<file path="src/rtl/filt_ppd_mac_pkg.sv">
// -----------------------------------------------------------------------------
// filt_ppd_mac_pkg
// Shared definitions for the polyphase FIR decimator:
//   - `DIV ceiling-divide macro
//   - width helper functions used to derive c_coeff_2 / c_mul_out_width /
//     c_sum_out_width inside the filter
//   - the half-length symmetric coefficient table c_coeff (filt_coeff table)
// -----------------------------------------------------------------------------
`ifndef FILT_PPD_MAC_DIV
`define FILT_PPD_MAC_DIV
`define DIV(a, b) (((a) + (b) - 1) / (b))
`endif

package filt_ppd_mac_pkg;

  // Table geometry: supports filters up to 2*c_coeff_depth taps.
  localparam int c_coeff_depth     = 16;
  localparam int c_coeff_idx_width = 4;

  // Half-length table of the symmetric prototype filter; h[k] = h[L-1-k].
  localparam logic signed [7:0] c_coeff [0:c_coeff_depth-1] = '{
    -8'sd3,  8'sd5,   8'sd12,  8'sd30,  8'sd55,  8'sd70,  8'sd78,  8'sd82,
    -8'sd4,  8'sd6,  -8'sd9,   8'sd11, -8'sd13,  8'sd15, -8'sd17,  8'sd19
  };

  // Number of distinct coefficients of an L-tap symmetric filter.
  function automatic int coeff_half(input int l);
    return `DIV(l, 2);
  endfunction

  // Product width; the folded path multiplies a pre-added (one bit wider) operand.
  function automatic int mul_out_width(input int iw, input int cw, input int fold);
    return (fold != 0) ? (iw + cw + 1) : (iw + cw);
  endfunction

endpackage

</file>
<file path="src/rtl/filt_ppd_mac_dff.sv">
// -----------------------------------------------------------------------------
// filt_ppd_mac_dff
// Generic enabled register with asynchronous active-low reset and synchronous
// clear (clear has priority over enable). Used for the delay-line taps and
// the output registers of the decimator.
// Ports:
//   i_clk     rising-edge clock
//   i_rst_an  asynchronous reset, active low
//   i_ena     load enable
//   i_clr     synchronous clear to zero
//   i_data    next value
//   o_data    registered value
// -----------------------------------------------------------------------------
module filt_ppd_mac_dff #(
  parameter int gp_width = 1
) (
  input  logic                i_clk,
  input  logic                i_rst_an,
  input  logic                i_ena,
  input  logic                i_clr,
  input  logic [gp_width-1:0] i_data,
  output logic [gp_width-1:0] o_data
);

  // Storage element: reset, then clear, then enabled load.
  always_ff @(posedge i_clk or negedge i_rst_an) begin
    if (!i_rst_an) begin
      o_data <= '0;
    end else if (i_clr) begin
      o_data <= '0;
    end else if (i_ena) begin
      o_data <= i_data;
    end else begin
      o_data <= o_data;
    end
  end

endmodule

</file>
<file path="src/rtl/filt_ppd_mac.sv">
// -----------------------------------------------------------------------------
// filt_ppd_mac
// Polyphase FIR decimator by M. Each enabled sample is shifted into an
// (L-1)-deep delay line; on every M-th accepted sample the full L-tap
// symmetric FIR is evaluated over {i_data, delay line} and registered,
// together with a one-cycle o_valid strobe.
// Ports:
//   i_clk     rising-edge clock
//   i_rst_an  asynchronous reset, active low
//   i_ena     sample strobe (i_data valid)
//   i_clr     synchronous clear of phase, delay line and output
//   i_data    signed input sample
//   o_data    signed decimated output, held between updates
//   o_valid   one-cycle pulse after o_data updates
// -----------------------------------------------------------------------------
module filt_ppd_mac
  import filt_ppd_mac_pkg::*;
#(
  parameter int gp_idata_width       = 8,
  parameter int gp_decimation_factor = 4,
  parameter int gp_coeff_length      = 12,
  parameter int gp_coeff_width       = 8,
  parameter int gp_fold              = 1,
  parameter int gp_odata_width       = gp_idata_width + gp_coeff_width + $clog2(gp_coeff_length)
) (
  input  logic                      i_clk,
  input  logic                      i_rst_an,
  input  logic                      i_ena,
  input  logic                      i_clr,
  input  logic [gp_idata_width-1:0] i_data,
  output logic [gp_odata_width-1:0] o_data,
  output logic                      o_valid
);

  localparam int c_coeff_2       = coeff_half(gp_coeff_length);
  localparam int c_mul_out_width = mul_out_width(gp_idata_width, gp_coeff_width, gp_fold);
  localparam int c_sum_out_width = gp_odata_width;
  localparam int c_phase_width   = $clog2(gp_decimation_factor);
  localparam logic [c_phase_width-1:0] c_phase_last = c_phase_width'(gp_decimation_factor - 1);

  // Expand the half-length table into tap k of the symmetric filter.
  function automatic logic signed [gp_coeff_width-1:0] tap_coeff(input int k);
    int idx;
    idx = (k < c_coeff_2) ? k : (gp_coeff_length - 1 - k);
    return gp_coeff_width'(c_coeff[idx[c_coeff_idx_width-1:0]]);
  endfunction

  logic [c_phase_width-1:0]         phase_r;
  logic                             fire_s;
  logic signed [gp_idata_width-1:0] x_d_s [0:gp_coeff_length-2];
  logic signed [gp_idata_width-1:0] win_s [0:gp_coeff_length-1];
  logic signed [c_sum_out_width-1:0] sum_s;

  // Phase counter: counts accepted samples modulo M.
  always_ff @(posedge i_clk or negedge i_rst_an) begin
    if (!i_rst_an) begin
      phase_r <= '0;
    end else if (i_clr) begin
      phase_r <= '0;
    end else if (i_ena) begin
      phase_r <= (phase_r == c_phase_last) ? '0 : phase_r + c_phase_width'(1);
    end else begin
      phase_r <= phase_r;
    end
  end

  // The M-th accepted sample of a frame produces an output; clear drops it.
  assign fire_s = i_ena & ~i_clr & (phase_r == c_phase_last);

  // FIR window: tap 0 is the incoming sample, tap k the pre-shift delay line.
  always_comb begin
    win_s[0] = i_data;
    for (int k = 1; k < gp_coeff_length; k++) begin
      win_s[k] = x_d_s[k-1];
    end
  end

  // Delay line: tap k loads window element k, so the line shifts by one.
  for (genvar k = 0; k < gp_coeff_length - 1; k++) begin : g_tap
    filt_ppd_mac_dff #(.gp_width(gp_idata_width)) u_tap (
      .i_clk    (i_clk),
      .i_rst_an (i_rst_an),
      .i_ena    (i_ena),
      .i_clr    (i_clr),
      .i_data   (win_s[k]),
      .o_data   (x_d_s[k])
    );
  end

  if (gp_fold != 0) begin : g_fold
    // Folded MAC: pre-add mirrored taps; for odd L the centre tap stands alone.
    always_comb begin
      logic signed [gp_idata_width:0]    pre_v;
      logic signed [c_mul_out_width-1:0] prod_v;
      pre_v  = '0;
      prod_v = '0;
      sum_s  = '0;
      for (int k = 0; k < c_coeff_2; k++) begin
        if (k == gp_coeff_length - 1 - k) begin
          pre_v = (gp_idata_width + 1)'(win_s[k]);
        end else begin
          pre_v = (gp_idata_width + 1)'(win_s[k]) +
                  (gp_idata_width + 1)'(win_s[gp_coeff_length-1-k]);
        end
        prod_v = c_mul_out_width'(pre_v) * c_mul_out_width'(tap_coeff(k));
        sum_s  = sum_s + c_sum_out_width'(prod_v);
      end
    end
  end else begin : g_direct
    // Direct MAC: one full-precision product per tap.
    always_comb begin
      logic signed [c_mul_out_width-1:0] prod_v;
      prod_v = '0;
      sum_s  = '0;
      for (int k = 0; k < gp_coeff_length; k++) begin
        prod_v = c_mul_out_width'(win_s[k]) * c_mul_out_width'(tap_coeff(k));
        sum_s  = sum_s + c_sum_out_width'(prod_v);
      end
    end
  end

  filt_ppd_mac_dff #(.gp_width(gp_odata_width)) u_odata (
    .i_clk    (i_clk),
    .i_rst_an (i_rst_an),
    .i_ena    (fire_s),
    .i_clr    (i_clr),
    .i_data   (sum_s),
    .o_data   (o_data)
  );

  filt_ppd_mac_dff #(.gp_width(1)) u_ovalid (
    .i_clk    (i_clk),
    .i_rst_an (i_rst_an),
    .i_ena    (1'b1),
    .i_clr    (i_clr),
    .i_data   (fire_s),
    .o_data   (o_valid)
  );

endmodule
</file>
<file path="config.mk">
export PLATFORM = sky130hd
export DESIGN_NAME = filt_ppd_mac
export DESIGN_NICKNAME = d
export VERILOG_FILES = /design/src/rtl/filt_ppd_mac_pkg.sv /design/src/rtl/filt_ppd_mac_dff.sv /design/src/rtl/filt_ppd_mac.sv
export SDC_FILE = /design/constraint.sdc
export NUM_CORES = 1
export LEC_CHECK = 0
export CAP_MARGIN = 15
export CORE_AREA = 2 2 166 184
export DETAILED_ROUTE_END_ITERATION = 12
export DIE_AREA = 0 0 168 186
export GPL_TIMING_DRIVEN = 0
export HOLD_SLACK_MARGIN = 0.06
export PLACE_DENSITY = 0.62
export SETUP_SLACK_MARGIN = 0.4
export SKIP_LAST_GASP = 1
export SYNTH_ARGS = -nofsm -noshare
export SYNTH_HDL_FRONTEND = slang
export SYNTH_HIERARCHICAL = 1
export SYNTH_SLANG_ARGS = --single-unit
</file>
<file path="constraint.sdc">
create_clock -name i_clk -period 10.1 [get_ports i_clk]
set_input_delay 2.02 -clock i_clk [delete_from_list [all_inputs] [get_ports i_clk]]
set_output_delay 2.02 -clock i_clk [all_outputs]
set_load 0.1 [all_outputs]
</file>
* After elaboration in Yosys (flattened, before gate mapping)
Cells that the tools add are included.
Cells by class: $add $sub $neg 12, multipliers 6, equal/unequal tests 1, multiplexer cells 28, bitwise gates (word level) 3, reduce and logical (&&, ||, !) cells 2
Operators with widths (count):
- $mux 8 | 22
- $add 8x8->9 | 6
- $mux 20 | 2
- $mul 9x7->16 const B | 2
- $mul 9x3->12 const B | 2
- $add 17x17->18 | 1
- $add 16x16->17 | 1
- $add 15x15->16 | 1
- $add 14x14->15 | 1
- $add 12x13->14 | 1
- $mul 9x5->14 const B | 1
- $mul 9x4->13 const B | 1
- $mux 2 | 3
- $reduce_bool 2->1 | 2
- $add 2x1->2 const B | 1
- $and 1x1->1 | 2
- $eq 2x2->1 const B | 1
- $mux 1 | 1
- $not 1->1 | 1
Storage, ports and cells: register bits after elaboration 111, output and inout port bits 21

* Logic depth before layout (Yosys ltp)
word-level depth 9, depth in mapped cells 36, mapped depth without buffers 36

* Cells and area by module
The synthesis kept the hierarchy.
Modules (own cells, without submodules):
- filt_ppd_mac | times used 1, cells an instance 987, area an instance 8892.3 µm²
- filt_ppd_mac_dff (g_tap[0].u_tap ...) | times used 11, cells an instance 26, area an instance 325.3 µm²
- filt_ppd_mac_dff (u_odata) | times used 1, cells an instance 64, area an instance 805.8 µm²
- filt_ppd_mac_dff (u_ovalid) | times used 1, cells an instance 3, area an instance 38.8 µm²

* Least setup slack after synthesis
OpenSTA, ideal clock, no wires.
kind reg2reg, start point register g_tap[7].u_tap.o_data[0], end point register u_odata.o_data[17], setup time 0.074 ns, data arrival time 8.323 ns, required time 10.026 ns, slack 1.702 ns, stages on the path, launching flop included 37, path through dfrtp_1 ha_1 fa_1 a211oi_1 o21bai_1 a21oi_1 xor2_2 inv_1 ha_1 fa_1 inv_1 fa_1 inv_1 ha_1 o21a_1 nor2_1 a31oi_1 a21o_1 a21o_1 a41oi_2 xor2_1 fa_1 inv_1 fa_1 fa_1 inv_1 fa_1 inv_1 ha_1 or2_2 o31ai_1 a31oi_1 a21o_1 a21oi_1 xnor2_1 mux2i_1 nor2_1
Between the ends: word-level cells in the longest chain between the ends 7
RTL lines:
- from (decl) | RTL line filt_ppd_mac_dff.sv:22 | output logic [gp_width-1:0] o_data
- from (signal assigned) | RTL line filt_ppd_mac_dff.sv:32 | o_data <= i_data;
- from (signal assigned) | RTL line filt_ppd_mac_dff.sv:34 | o_data <= o_data;
- $add 8x8->9 | RTL line filt_ppd_mac.sv:102 | pre_v = (gp_idata_width + 1)'(win_s[k]) +
- $mul 9x5->14 | RTL line filt_ppd_mac.sv:105 | prod_v = c_mul_out_width'(pre_v) * c_mul_out_width'(tap_coeff(k));
- $add 15x15->16 | RTL line filt_ppd_mac.sv:106 | sum_s = sum_s + c_sum_out_width'(prod_v);
- $add 16x16->17 | RTL line filt_ppd_mac.sv:106
- $add 17x17->18 | RTL line filt_ppd_mac.sv:106
- net sum_s[17] | RTL line filt_ppd_mac.sv:52 | logic signed [c_sum_out_width-1:0] sum_s;
- $mux 20 | RTL line filt_ppd_mac_dff.sv:31 | end else if (i_ena) begin
- $mux 20 | RTL line filt_ppd_mac_dff.sv:29 | end else if (i_clr) begin
- to (signal assigned) | RTL line filt_ppd_mac_dff.sv:32
- to (signal assigned) | RTL line filt_ppd_mac_dff.sv:34
- to (decl) | RTL line filt_ppd_mac_dff.sv:22
The timed path passes the listed nets, and every way through them passes these cells. The select of a mux whose other input is x is not followed. A chain may end at the register's enable or synchronous reset.

* Worst setup path in the final report
start point input i_data[0], end point register u_odata.o_data[17]
Between the ends: word-level cells in the longest chain between the ends 9
RTL lines:
- from (decl) | RTL line filt_ppd_mac.sv:30 | input logic [gp_idata_width-1:0] i_data,
- $add 8x8->9 | RTL line filt_ppd_mac.sv:102
- $mul 9x3->12 | RTL line filt_ppd_mac.sv:105
- $add 12x13->14 | RTL line filt_ppd_mac.sv:106
- $add 14x14->15 | RTL line filt_ppd_mac.sv:106
- $add 15x15->16 | RTL line filt_ppd_mac.sv:106
- $add 16x16->17 | RTL line filt_ppd_mac.sv:106
- $add 17x17->18 | RTL line filt_ppd_mac.sv:106
- net sum_s[17] | RTL line filt_ppd_mac.sv:52
- $mux 20 | RTL line filt_ppd_mac_dff.sv:31
- $mux 20 | RTL line filt_ppd_mac_dff.sv:29
The timed path passes the listed nets, and every way through them passes these cells. The select of a mux whose other input is x is not followed.

==> flow_summary.toml <==
[clock_tree]
tritoncts_sink_count = 111
cts.repair_timing.setup_buffer_count = 0
cts-hold-fix-buffers = 0
clock_pin_slew_worst_setup_and_hold_paths_ns = 0.09
clock_buffer_count_from_cts = 9
cts_max_level = 3
clock-root-buffer = "clkbuf_16"
tritoncts = "yes"
worst_skew_pair.late_latency_ns = 0.37
clockBufferDepth = 2

[critical_path]
r2r.worst_path.cells = 36
reg2reg_slack_ns = 1.07
timing.critical_path.from_type = "primary input"
regToRegStartpoint = "g_tap[7].u_tap/o_data[0]$_DFFE_PN0P_"
crit-reg2reg-capture = "u_odata/o_data[17]$_DFFE_PN0P_"
timing.critical_path.to_type = "register"
worst-setup-path-type = "in2reg"
worst_ep_required_time_ns = 10.34
worstPathArrival_ns = 9.35
critical_path_peak_fanout = 8

[logic_synthesis]
synth_nets = 1691
post_synth_inst_count = 1340
warnings_from_yosys = 6
fraction_of_the_yosys_area_taken_by_sequential_cells = 0.209
async_reset_ff_frac = 1.00
ys_types = 53
synth.cell_area_um2 = 13300
yosys_register_bits = 111
synth_flop_cell = "dfrtp_1"
synth-edff-count = 0
synth.avg_cell_area_um2 = 9.94

[global_route]
grt_busiest_layer = "met2"
grt_use_met3 = 0.0185
first_global_vias = 8946
global_route.overflow_total = 0
grt_antenna_before_repair = 0
wire_length_of_the_first_global_routing_pass_um = 45200
grt_start_max_net_pins = 76
groute.layer.met2.usage = 0.335
gr-usage-met1 = 0.241
grt_usage = 0.185

[routing]
route.detailed.wl_per_inst_um = 15.5
postRouteWirelength_um = 27300
detail-route-antenna-nets = 0
firstDrtPassIters = 4
viasPerCell = 4.91
route.vias.total = 8666
drt_iter0_drc = 346
drc = 0

[cells_and_area]
final_core_util = 0.493
layoutNonFillerInstCount = 1764
layout-drive-gt1-share = 0.0353
syn2layout_area_growth_pct = 8.64
layout.cells.most_common_list = "inv_1 (280), ha_1 (199), nor2_1 (140), fa_1 (140), mux2i_1 (116)"
finish.net_count = 1736
insertedDiodeCount = 0
finish.instance_area_um2 = 14500
most_frequent_standard_cell_in_the_layout_excluding_fill_and_tap_cells = "inv_1"

[timing]
clock.fmax_mhz = 110
timing_worst_slew_pin_value_ns = 1.06
fin_worst_hold_slack_ns = 0.522
grt_setup_unrepaired = "no"
setup_viol_count_final = 0
drv_slew = 0
finalCritPeriodShare = 0.902
timing_hold_violations_final = 0
final.setup.worst_slack_ns = 0.994
setup-tns-final_ns = 0
worst_clock_skew_ns = 0.0132
final_period_minus_worst_setup_slack_ns = 9.11
max_slew_margin = 0.291

[die]
design.core.area_um2 = 29300
die_width_um = 168
die_area_um2 = 31200
initial_core_utilization = 0.454
die_h_um = 186
io_pins = 33
rows = 66

[power_and_ir_drop]
worst_ir_drop_on_vdd_uv = 71.8
p_leak_nw = 7.99
design_power_total_mw = 1.61
power_density_nw_per_um2 = 112

[min_path]
min_from = "u_odata/o_data[19]$_DFFE_PN0P_"
hold_path_end = "u_odata/o_data[19]$_DFFE_PN0P_"
worst_hold_path.num_cells = 2
timing.hold.worst.class = "reg2reg"

[place]
placement.setup.worst_slack_ns = 0.309
place_inst = 1747
globalplace.congestion = 0.854
place.port_buffers = 32
dp.final_hpwl_um = 23400
post_dp_cell_area_um2 = 14100

[job]
drv_cap = 0

[outcome]
outcome = "complete, no violations"
==> cell usage after synthesis, types with 13 or more instances <==
| cell type | instances | area (um^2) |
|---|---|---|
| nand2_1 | 22 | 82.6 |
| xnor2_1 | 66 | 578 |
| a21oi_1 | 53 | 265 |
| mux2i_1 | 116 | 1160 |
| buf_6 | 13 | 146 |
| fa_1 | 140 | 2800 |
| xor2_1 | 33 | 289 |
| ha_1 | 199 | 2490 |
| o21a_1 | 13 | 97.6 |
| a21o_1 | 26 | 195 |
| o21ai_0 | 25 | 125 |
| inv_1 | 280 | 1050 |
| nor2_1 | 140 | 526 |
| dfrtp_1 | 111 | 2780 |
==> flip-flops by register name (all words and copies together), names as in the netlist <==
signal              flops
g_tap.u_tap/o_data     88
u_odata/o_data         20
phase_r                 2
u_ovalid/o_data         1
==> cells by family after synthesis <==
kind of cell    synth area share
simple gates              0.0658
compound gates            0.0771
fa+ha+maj                  0.397
other cells             0.000282
mux                       0.0880
buf+inv                   0.0940
flops                      0.209
xor+xnor                  0.0688
==> power by group <==
part,switching [mW],internal (mW),leakage [nW]
Clock,0.200,0.178,0.148
Sequential,0.00707,0.449,1.54
Combinational,0.436,0.344,6.30
==> area by class of cell <==
type | count | area, um^2
well taps | 374 | 468
plain buffers | 27 | 200
fillers | 2713 | 14900
clock buffers | 9 | 225
inverters | 280 | 1050
multi-input cells | 922 | 9310
repair buffers | 34 | 357
flip-flops and latches | 111 | 2780
clock inverters | 7 | 78.8
==> metal layers <==
metal	part of all wire	vias up	routed length, um
met5	0	-	0
met2	0.50	64	13700
li1	-	4362	-
met1	0.46	4224	12600
met4	0.0097	0	264
met3	0.026	16	710
==> how the worst max path moves through the flow <==
| stage | endpoint | cells past startpoint | startpoint | slack (ns) |
|---|---|---|---|---|
| finish | u_odata/o_data[17]$_DFFE_PN0P_ | 28 | i_data[0] | 0.99 |
| global placement | u_odata/o_data[17]$_DFFE_PN0P_ | 29 | i_data[0] | 0.36 |
| detailed placement | u_odata/o_data[17]$_DFFE_PN0P_ | 29 | i_data[0] | 0.31 |
| global route | u_odata/o_data[19]$_DFFE_PN0P_ | 36 | g_tap[7].u_tap/o_data[0]$_DFFE_PN0P_ | 0.48 |
| CTS | u_odata/o_data[17]$_DFFE_PN0P_ | 29 | i_data[0] | 0.68 |
| floorplan | u_odata/o_data[17]$_DFFE_PN0P_ | 36 | g_tap[7].u_tap/o_data[0]$_DFFE_PN0P_ | 1.70 |
==> worst max-delay path, cell delays in order <==
cell	delay (ns)
clkdlybuf4s50_1	0.43
ha_1	0.24
fa_1	0.42
a21o_1	0.17
a21oi_1	0.23
o21ai_1	0.15
a21oi_1	0.20
a31oi_2	0.24
inv_1	0.30
ha_1	0.32
fa_1	0.50
inv_1	0.06
fa_1	0.47
fa_1	0.49
inv_1	0.05
fa_1	0.53
inv_1	0.05
fa_1	0.52
inv_1	0.04
ha_1	0.24
or3_1	0.40
o21ai_0	0.28
a31oi_1	0.19
a21o_1	0.21
a21oi_1	0.22
xnor2_2	0.16
mux2i_1	0.17
nor2_1	0.05
==> what timing repair did <==
| item | CTS | global route |
|---|---|---|
| gates resized for setup | 0 | 3 |
| endpoints found under the setup margin | 0 | 3 |
| endpoints found under the hold margin | 0 | 0 |
Note: power is estimated with default switching activity, not from simulation.
